--- config.mk ---
export PLATFORM = sky130hd
export DESIGN_NAME = bcd_counter_4digit
export DESIGN_NICKNAME = d
export VERILOG_FILES = /design/src/rtl/bcd_counter_pkg.sv /design/src/rtl/bcd_digit.sv /design/src/rtl/bcd_counter_4digit.sv
export SDC_FILE = /design/constraint.sdc
export NUM_CORES = 1
export LEC_CHECK = 0
export CAP_MARGIN = 40
export CORE_MARGIN = 8
export CORE_UTILIZATION = 40
export DETAILED_ROUTE_END_ITERATION = 16
export MAX_ROUTING_LAYER = met4
export PLACE_DENSITY = 0.72
export REMOVE_ABC_BUFFERS = 1
export SLEW_MARGIN = 10
export SYNTH_ARGS = -nofsm -noshare
export SYNTH_HDL_FRONTEND = slang
export SYNTH_SLANG_ARGS = --single-unit
--- constraint.sdc ---
create_clock -name clk_50MHz -period 6.6 [get_ports clk_50MHz]
set_input_delay 0.66 -clock clk_50MHz [delete_from_list [all_inputs] [get_ports clk_50MHz]]
set_output_delay 0.66 -clock clk_50MHz [all_outputs]
set_load 0.01 [all_outputs]
--- src/rtl/bcd_counter_pkg.sv ---
// Shared types and helpers for the 4-digit BCD counter.
package bcd_counter_pkg;

    typedef enum logic {
        STOPPED = 1'b0,
        RUNNING = 1'b1
    } run_state_t;

    localparam logic [3:0] BCD_MAX = 4'd9;
    localparam logic [3:0] BCD_MIN = 4'd0;

    // Clamp any non-decimal nibble to 9 so a digit can never leave 0..9.
    function automatic logic [3:0] sanitize_digit(input logic [3:0] d);
        return (d > BCD_MAX) ? BCD_MAX : d;
    endfunction

endpackage

--- src/rtl/bcd_digit.sv ---
// Single decade up/down cell with enable-in, carry/borrow-out and preset.
module bcd_digit
    import bcd_counter_pkg::*;
(
    input  logic       clk_50MHz,
    input  logic       reset_button,
    input  logic       clear,
    input  logic       load,
    input  logic [3:0] load_digit,
    input  logic       enable,
    input  logic       up_down,
    output logic [3:0] digit,
    output logic       terminal
);

    // Terminal value is 9 when counting up, 0 when counting down.
    always_comb begin
        terminal = up_down ? (digit == BCD_MAX) : (digit == BCD_MIN);
    end

    // Digit register: reset > clear > load > enabled step.
    always_ff @(posedge clk_50MHz) begin
        if (reset_button) begin
            digit <= BCD_MIN;
        end else if (clear) begin
            digit <= BCD_MIN;
        end else if (load) begin
            digit <= load_digit;
        end else if (enable) begin
            if (up_down) begin
                digit <= terminal ? BCD_MIN : digit + 4'd1;
            end else begin
                digit <= terminal ? BCD_MAX : digit - 4'd1;
            end
        end
    end

endmodule

--- src/rtl/bcd_counter_4digit.sv ---
// Four-digit BCD up/down counter with prescaler, run/stop FSM, clear and preset.
module bcd_counter_4digit
    import bcd_counter_pkg::*;
#(
    parameter int TICK_DIV = 50_000_000
) (
    input  logic        clk_50MHz,
    input  logic        reset_button,
    input  logic        start_stop,
    input  logic        up_down,
    input  logic        clear,
    input  logic        load,
    input  logic [15:0] load_val,
    output logic [15:0] bcd,
    output logic        running,
    output logic        tick,
    output logic        carry
);

    localparam int PW = (TICK_DIV > 2) ? $clog2(TICK_DIV) : 1;
    localparam logic [PW-1:0] PRESC_LAST = PW'(TICK_DIV - 1);

    run_state_t    state;
    logic          start_prev;
    logic [PW-1:0] presc;
    logic          start_rise;
    logic          step;
    logic [3:0]    digit_en;
    logic [3:0]    digit_term;
    logic          wrap;

    // Step occurs on the prescaler's terminal count unless clear/load overrides it.
    always_comb begin
        start_rise = start_stop & ~start_prev;
        step       = (state == RUNNING) && (presc == PRESC_LAST) && !clear && !load;
        digit_en   = '0;
        digit_en[0] = step;
        for (int unsigned i = 1; i < 4; i++) begin
            digit_en[i] = digit_en[i-1] & digit_term[i-1];
        end
        wrap = digit_en[3] & digit_term[3];
    end

    // Run FSM, prescaler and registered tick/carry pulses.
    always_ff @(posedge clk_50MHz) begin
        if (reset_button) begin
            state      <= STOPPED;
            start_prev <= 1'b0;
            presc      <= '0;
            tick       <= 1'b0;
            carry      <= 1'b0;
        end else begin
            start_prev <= start_stop;
            if (start_rise) begin
                state <= (state == RUNNING) ? STOPPED : RUNNING;
            end
            if (clear || load) begin
                presc <= '0;
                tick  <= 1'b0;
                carry <= 1'b0;
            end else if (state == RUNNING) begin
                if (presc == PRESC_LAST) begin
                    presc <= '0;
                    tick  <= 1'b1;
                    carry <= wrap;
                end else begin
                    presc <= presc + PW'(1);
                    tick  <= 1'b0;
                    carry <= 1'b0;
                end
            end else begin
                tick  <= 1'b0;
                carry <= 1'b0;
            end
        end
    end

    assign running = (state == RUNNING);

    for (genvar g = 0; g < 4; g++) begin : g_digit
        bcd_digit u_digit (
            .clk_50MHz   (clk_50MHz),
            .reset_button(reset_button),
            .clear       (clear),
            .load        (load),
            .load_digit  (sanitize_digit(load_val[4*g +: 4])),
            .enable      (digit_en[g]),
            .up_down     (up_down),
            .digit       (bcd[4*g +: 4]),
            .terminal    (digit_term[g])
        );
    end

endmodule

==> out/results.tsv, run 1 <==
metric	value	unit
outcome	finished, final reports clean	
share of cells above drive strength 1	5.41	%
met3 global-route usage	3.75	%
crit path DAT	2.88	ns
worst setup path endpoint	g_digit[3].u_digit.digit[2]$_SDFFE_PP0P_	
Port Buffers	40	
setup violators final	0	
TritonCTS Sinks	46	
leakage	1.17	nW
H-Tree Depth	2	
vias post-DR	2878	
Core ar.	0.00753	sq mm
FMAX	377	MHz
Critical Path RT	6.83	ns
Vias/cell	5.65	
clock-pin slew on the worst setup and hold paths	0.09	ns
GRT Total Usage	15.9	%
antenna violations before repair	0	
FFs w/ async S/R, synth	0	%
clock buffer depth	2	
RSZ-0062 raised after global routing	no	
R2R Path Start	presc[18]$_SDFFE_PP0P_	
mapped cell area	0.00304	sq mm
TritonCTS Buffers	5	
first-pass GRT wire length	13.2	mm
largest net degree at the start of global routing	31	
Clock Root Buffer	clkbuf_8	
Synth cell types	60	
DRT iter0 DRCs	155	
design area	0.00358	sq mm
Max transition margin	45.2	%
met1 global-route usage	18.6	%
post-CTS setup buffers	0	
Placed Area	0.00349	sq mm
I/O pins	41	
startpoint types	input pin	
Ys Warns	0	
adder and majority gate portion of the synthesized area	5.35	%
Least-Margin Pin Slew	0.815	ns
compound-gate portion of the synthesized area	15.3	%
Max-Cap Viols	0	
fin crit share	40.2	%
Primary FF master, synth	dfxtp_1	
gr ovfl total	0	
synthesis-to-layout area growth	17.7	%
Synth Register Bits	46	
Routability Congestion	0.871	
most frequent cells in the layout	dfxtp_1, nor2_1, clkdlybuf4s50_1	
final hold violations	0	
TritonCTS clock tree	done	
crit path time final	2.66	ns
final setup TNS	0	ns
R2R Setup Slk	4.11	ns
Worst Setup SP	up_down	
R2R depth	5	
Max VDD drop	95.1	uV
Avg Cell Area, Syn	8.05	sq um
Die Area	0.0107	sq mm
critical path type	input pin to flip-flop	
main combinational cell family by area after synthesis	simple AND/OR/NAND/NOR gates	
GR met2 Demand/Resource	25.9	%
Slew Viols, Final	0	
DR DRC count	0	
HP Class	flip-flop to flip-flop	
Syn Inst Count	378	
hold_buf cts	0	
Initial Utilization	40.4	%
post-synthesis simple-gate area fraction	32.3	%
Final nets	441	
drt total wl	7.95	mm
vias in the first global route	2796	
post-synthesis mux area share	1.65	%
hpwl dp	5.82	mm
EDFF count, synth	0	
Std-Cell Rows	32	
Diodes inserted	0	
DRT antenna net count	0	
CP endpoint kind	flip-flop	
cell area power density	157	mW/mm^2
# fillers	761	
Post-CTS Resized	0	
register area share after synthesis	30.3	%
Synth Area in XOR/XNOR	10.1	%
overall die height	103	um
die width	103	um
commonest non-fill, non-tap cell in the layout	dfxtp_1	
Avg WL per Cell	15.6	um
GR peak layer	met2	
Skew-Pair Late Insertion Delay	0.31	ns
clock skew	0.00791	ns
worst-path maximum fanout	30	
DRT Pass-1 Iters	4	
reg2reg end	presc[23]$_SDFFE_PP0P_	
how the worst min path moves through the flow:
| stage | endpoint | startpoint | slack (ns) | cells past startpoint |
|---|---|---|---|---|
| 6_report | presc[22]$_SDFFE_PP0P_ | presc[22]$_SDFFE_PP0P_ | 0.55 | 2 |
| 5_1_grt | presc[25]$_SDFFE_PP0P_ | presc[25]$_SDFFE_PP0P_ | 0.58 | 2 |
| 4_1_cts | presc[4]$_SDFFE_PP0P_ | presc[4]$_SDFFE_PP0P_ | 0.55 | 2 |
| 3_5_place_dp | presc[4]$_SDFFE_PP0P_ | presc[4]$_SDFFE_PP0P_ | 0.52 | 2 |
| 3_3_place_gp | presc[4]$_SDFFE_PP0P_ | presc[4]$_SDFFE_PP0P_ | 0.51 | 2 |
| 2_1_floorplan | presc[4]$_SDFFE_PP0P_ | presc[4]$_SDFFE_PP0P_ | 0.49 | 2 |
worst max-delay path, cell delays in order:
cell             delay, ns
clkdlybuf4s50_1       0.40
buf_4                 0.24
or4b_4                0.54
a22oi_4               0.23
nand3_2               0.09
or4b_1                0.46
a311oi_1              0.25
metrics by stage:
| step | hold WS, ns | total power (W) | std cells | worst slack (ns) | utilization, % |
|---|---|---|---|---|---|
| floorplan | 0.494 | 0.000349 | 357 | 4.37 | - |
| global placement | 0.513 | 0.000390 | 501 | 3.65 | 46.4 |
| detailed placement | 0.519 | 0.000391 | 501 | 3.64 | 46.4 |
| CTS | 0.554 | 0.000568 | 509 | 3.95 | 47.6 |
| global route | 0.577 | 0.000592 | 509 | 3.79 | 47.6 |
| finish | 0.552 | 0.000563 | 509 | 3.95 | 47.6 |
routing by layer:
metal	part of all wire [%]	up-vias
li1	-	1424
met1	43	1350
met2	48	89
met3	6.9	15
met4	2.1	0
met5	0	-
cells by family after synthesis:
family          after synthesis
mux                           5
simple gates                175
buf+inv                      37
fa+ha+maj                    13
flops                        46
compound gates               67
xor+xnor                     35
cell type report:
class	count	area, sq um	area share [%]
Clock inverter	3	21.3	0.594
Sequential cell	46	921	25.7
Clock buffer	5	68.8	1.92
Multi-Input combinational cell	295	1970	54.9
Tap cell	102	128	3.56
Timing Repair Buffer	42	415	11.6
Inverter	16	60.1	1.68
power breakdown:
group	internal [W]	switching (W)
clock network	0.0000745	0.000103
registers	0.000282	0.0000108
logic	0.0000458	0.0000467
synthesized netlist by cell type (all sizes together) (2+ instances only):
library cell | n | share of area, %
nor2b | 5 | 1.0
nand3b | 4 | 0.99
and4 | 4 | 1.2
xnor2 | 16 | 4.6
a211oi | 7 | 1.7
xor2 | 19 | 5.5
a22oi | 3 | 1.2
ha | 13 | 5.3
a221oi | 2 | 0.58
nand3 | 20 | 3.5
dfxtp | 46 | 30
nand4 | 14 | 2.9
nor3b | 2 | 0.49
or4b | 6 | 2.2
or4 | 2 | 0.49
inv | 16 | 2.0
o32ai | 2 | 0.58
nor3 | 13 | 2.1
buf | 5 | 1.1
nor4 | 8 | 1.9
nand2 | 30 | 3.7
mux2i | 5 | 1.6
o21ai | 14 | 2.3
a21oi | 11 | 1.8
and2 | 3 | 0.66
nor2 | 42 | 5.2
o211ai | 3 | 0.74
nand4b | 5 | 1.4
clkbuf | 16 | 2.0
a311oi | 3 | 0.86
o21a | 3 | 0.74
nor4b | 2 | 1.1
and3 | 5 | 1.0
a31oi | 8 | 1.6
nand2b | 5 | 1.0
sequential cells by signal, indices dropped and copies added (netlist names):
signal                 count
carry                      1
running                    1
presc                     26
g_digit.u_digit.digit     16
start_prev                 1
tick                       1
(Power assumes the default switching activity.)
==> run 2, diff against run 1 <==
- clock period: 6.6 -> 2.76 ns (I/O delays scaled with it)
==> out/results.tsv, run 2 (same netlist as run 1, synthesis figures left out) <==
metric	value	unit	change
outcome	finished, final reports clean		unchanged
most frequent cells in the layout	dfxtp_1, nor2_1, clkdlybuf4s50_1		unchanged
crit-path leading delay family	simple AND/OR/NAND/NOR gates		unchanged
worst slack, placed	0.184	ns	was 3.64 ns
Worst path slowest cell	or4b_4		unchanged
Max-Cap Viols	0		unchanged
Diodes inserted	0		unchanged
TritonCTS clock tree	done		unchanged
Avg WL per Cell	15.7	um	was 15.6 um
Skew-Pair Late Insertion Delay	0.32	ns	was 0.31 ns
max reg flops	26		unchanged
Std-Cell Rows	32		unchanged
# fillers	770		was 761
Vias/cell	5.59		was 5.65
antenna violations before repair	0		unchanged
H-Tree Depth	2		unchanged
die width	103	um	unchanged
CP peak stage delay	0.52	ns	was 0.54 ns
Biggest register	presc		unchanged
Max VDD drop	156	uV	was 95.1 uV
Multi-input gate area	0.00197	sq mm	unchanged
largest net degree at the start of global routing	26		was 31
Initial Utilization	40.4	%	unchanged
post-CTS setup buffers	0		unchanged
crit path DAT	2.62	ns	was 2.88 ns
gr ovfl total	0		unchanged
CP cell instances	inv_1, ha_1, or4b_4, a22oi_4, nand3_2, or4b_1, a311oi_1		was clkdlybuf4s50_1, buf_4, or4b_4, a22oi_4, nand3_2, or4b_1, a311oi_1
synthesis-to-layout area growth	19.5	%	was 17.7%
Post-CTS Resized	0		unchanged
Placed Area	0.00354	sq mm	was 0.00349 sq mm
fin crit share	86.9	%	
crit path buf inv count	1		was 2
overall die height	103	um	unchanged
Critical Path RT	2.99	ns	was 6.83 ns
FMAX	417	MHz	
drt total wl	8.09	mm	was 7.95 mm
final setup TNS	0	ns	unchanged
I/O pins	41		unchanged
vias in the first global route	2785		was 2,796
Max transition margin	56.9	%	was 45.2%
Port Buffers	40		unchanged
largest registers	presc: 26 flops, g_digit.u_digit.digit: 16 flops		unchanged
commonest non-fill, non-tap cell in the layout	dfxtp_1		unchanged
DRT iter0 DRCs	136		was 155
CP endpoint kind	flip-flop		unchanged
Slew Viols, Final	0		unchanged
final hold violations	0		unchanged
DRT antenna net count	0		unchanged
vias post-DR	2883		was 2,878
Routability Congestion	0.933		was 0.871
Die Area	0.0107	sq mm	unchanged
startpoint types	flip-flop		was input pin
clock skew	0.0152	ns	was 0.00791 ns
R2R Setup Slk	0.36	ns	was 4.11 ns
share of cells above drive strength 1	7.00	%	was 5.41%
GRT Total Usage	16.0	%	was 15.9%
clock buffer depth	2		unchanged
setup violators final	0		unchanged
RSZ-0062 raised after global routing	no		unchanged
HP Class	input pin to flip-flop		was flip-flop to flip-flop
DRT Pass-1 Iters	4		unchanged
design area	0.00364	sq mm	was 0.00358 sq mm
crit path time final	2.40	ns	
TritonCTS Sinks	46		unchanged
Sequential cell area	921	sq um	unchanged
Core ar.	0.00753	sq mm	unchanged
cell area power density	379	mW/mm^2	was 157 mW/mm^2
hpwl dp	6.08	mm	was 5.82 mm
clock-pin slew on the worst setup and hold paths	0.10	ns	was 0.09 ns
Least-Margin Pin Slew	0.644	ns	was 0.815 ns
leakage	1.20	nW	was 1.17 nW
Clock Root Buffer	clkbuf_8		unchanged
DR DRC count	0		unchanged
hold_buf cts	0		unchanged
TritonCTS Buffers	5		unchanged
critical path type	flip-flop to flip-flop		was input pin to flip-flop
worst-path maximum fanout	8		was 30
setup ws final	0.363	ns	was 3.95 ns
first-pass GRT wire length	13.3	mm	was 13.2 mm
Final nets	448		was 441
[run 2: changes by cell type in the layout (fill, tap and decap cells not counted), sizes merged]
cell	before	now
clkinvlp	1	2
clkinv	2	0
buf	2	9
inv	16	17
[run 2: layout make-up]
class	instances	share of cell area, %
Multi-Input combinational cell	295	54.1
Sequential cell	46	25.3
Timing Repair Buffer	49	12.9
Tap cell	102	3.51
Clock buffer	5	1.89
Inverter	16	1.65
Clock inverter	3	0.654
[run 2: through the flow]
stage,total power [W],utilization (%),hold WS [ns],instances
after CTS,0.00139,48.3,0.535,516
after floorplan,0.000833,-,0.348,357
after global placement,0.000942,47.1,0.515,508
after global routing,0.00144,48.3,0.550,516
final,0.00138,48.3,0.536,516
after detailed placement,0.000945,47.1,0.533,508
[run 2: where the power goes]
part	switching, W	total, W	internal (W)
clock	0.000265	0.000447	0.000182
combinational	0.000119	0.000234	0.000115
sequential	0.0000218	0.000697	0.000675
total	0.000406	0.00138	0.000972
[run 2: final timing paths]
path / start / end / depth (start not counted)
max: g_digit[0].u_digit.digit[0]$_SDFFE_PP0P_ / g_digit[3].u_digit.digit[2]$_SDFFE_PP0P_ / 7
min: start_stop / start_prev$_SDFF_PP0_ / 2
max reg2reg: g_digit[0].u_digit.digit[0]$_SDFFE_PP0P_ / g_digit[3].u_digit.digit[2]$_SDFFE_PP0P_ / 7
min reg2reg: presc[22]$_SDFFE_PP0P_ / presc[22]$_SDFFE_PP0P_ / 2
[run 2: per-layer routing]
metal  vias to the layer above  share of wire, %  GRT usage [%]
li1                       1442                 -              -
met1                      1360                45           19.2
met2                        65                47           26.0
met3                        16               5.3           3.21
met4                         0               2.5           6.01
met5                         -                 0              -
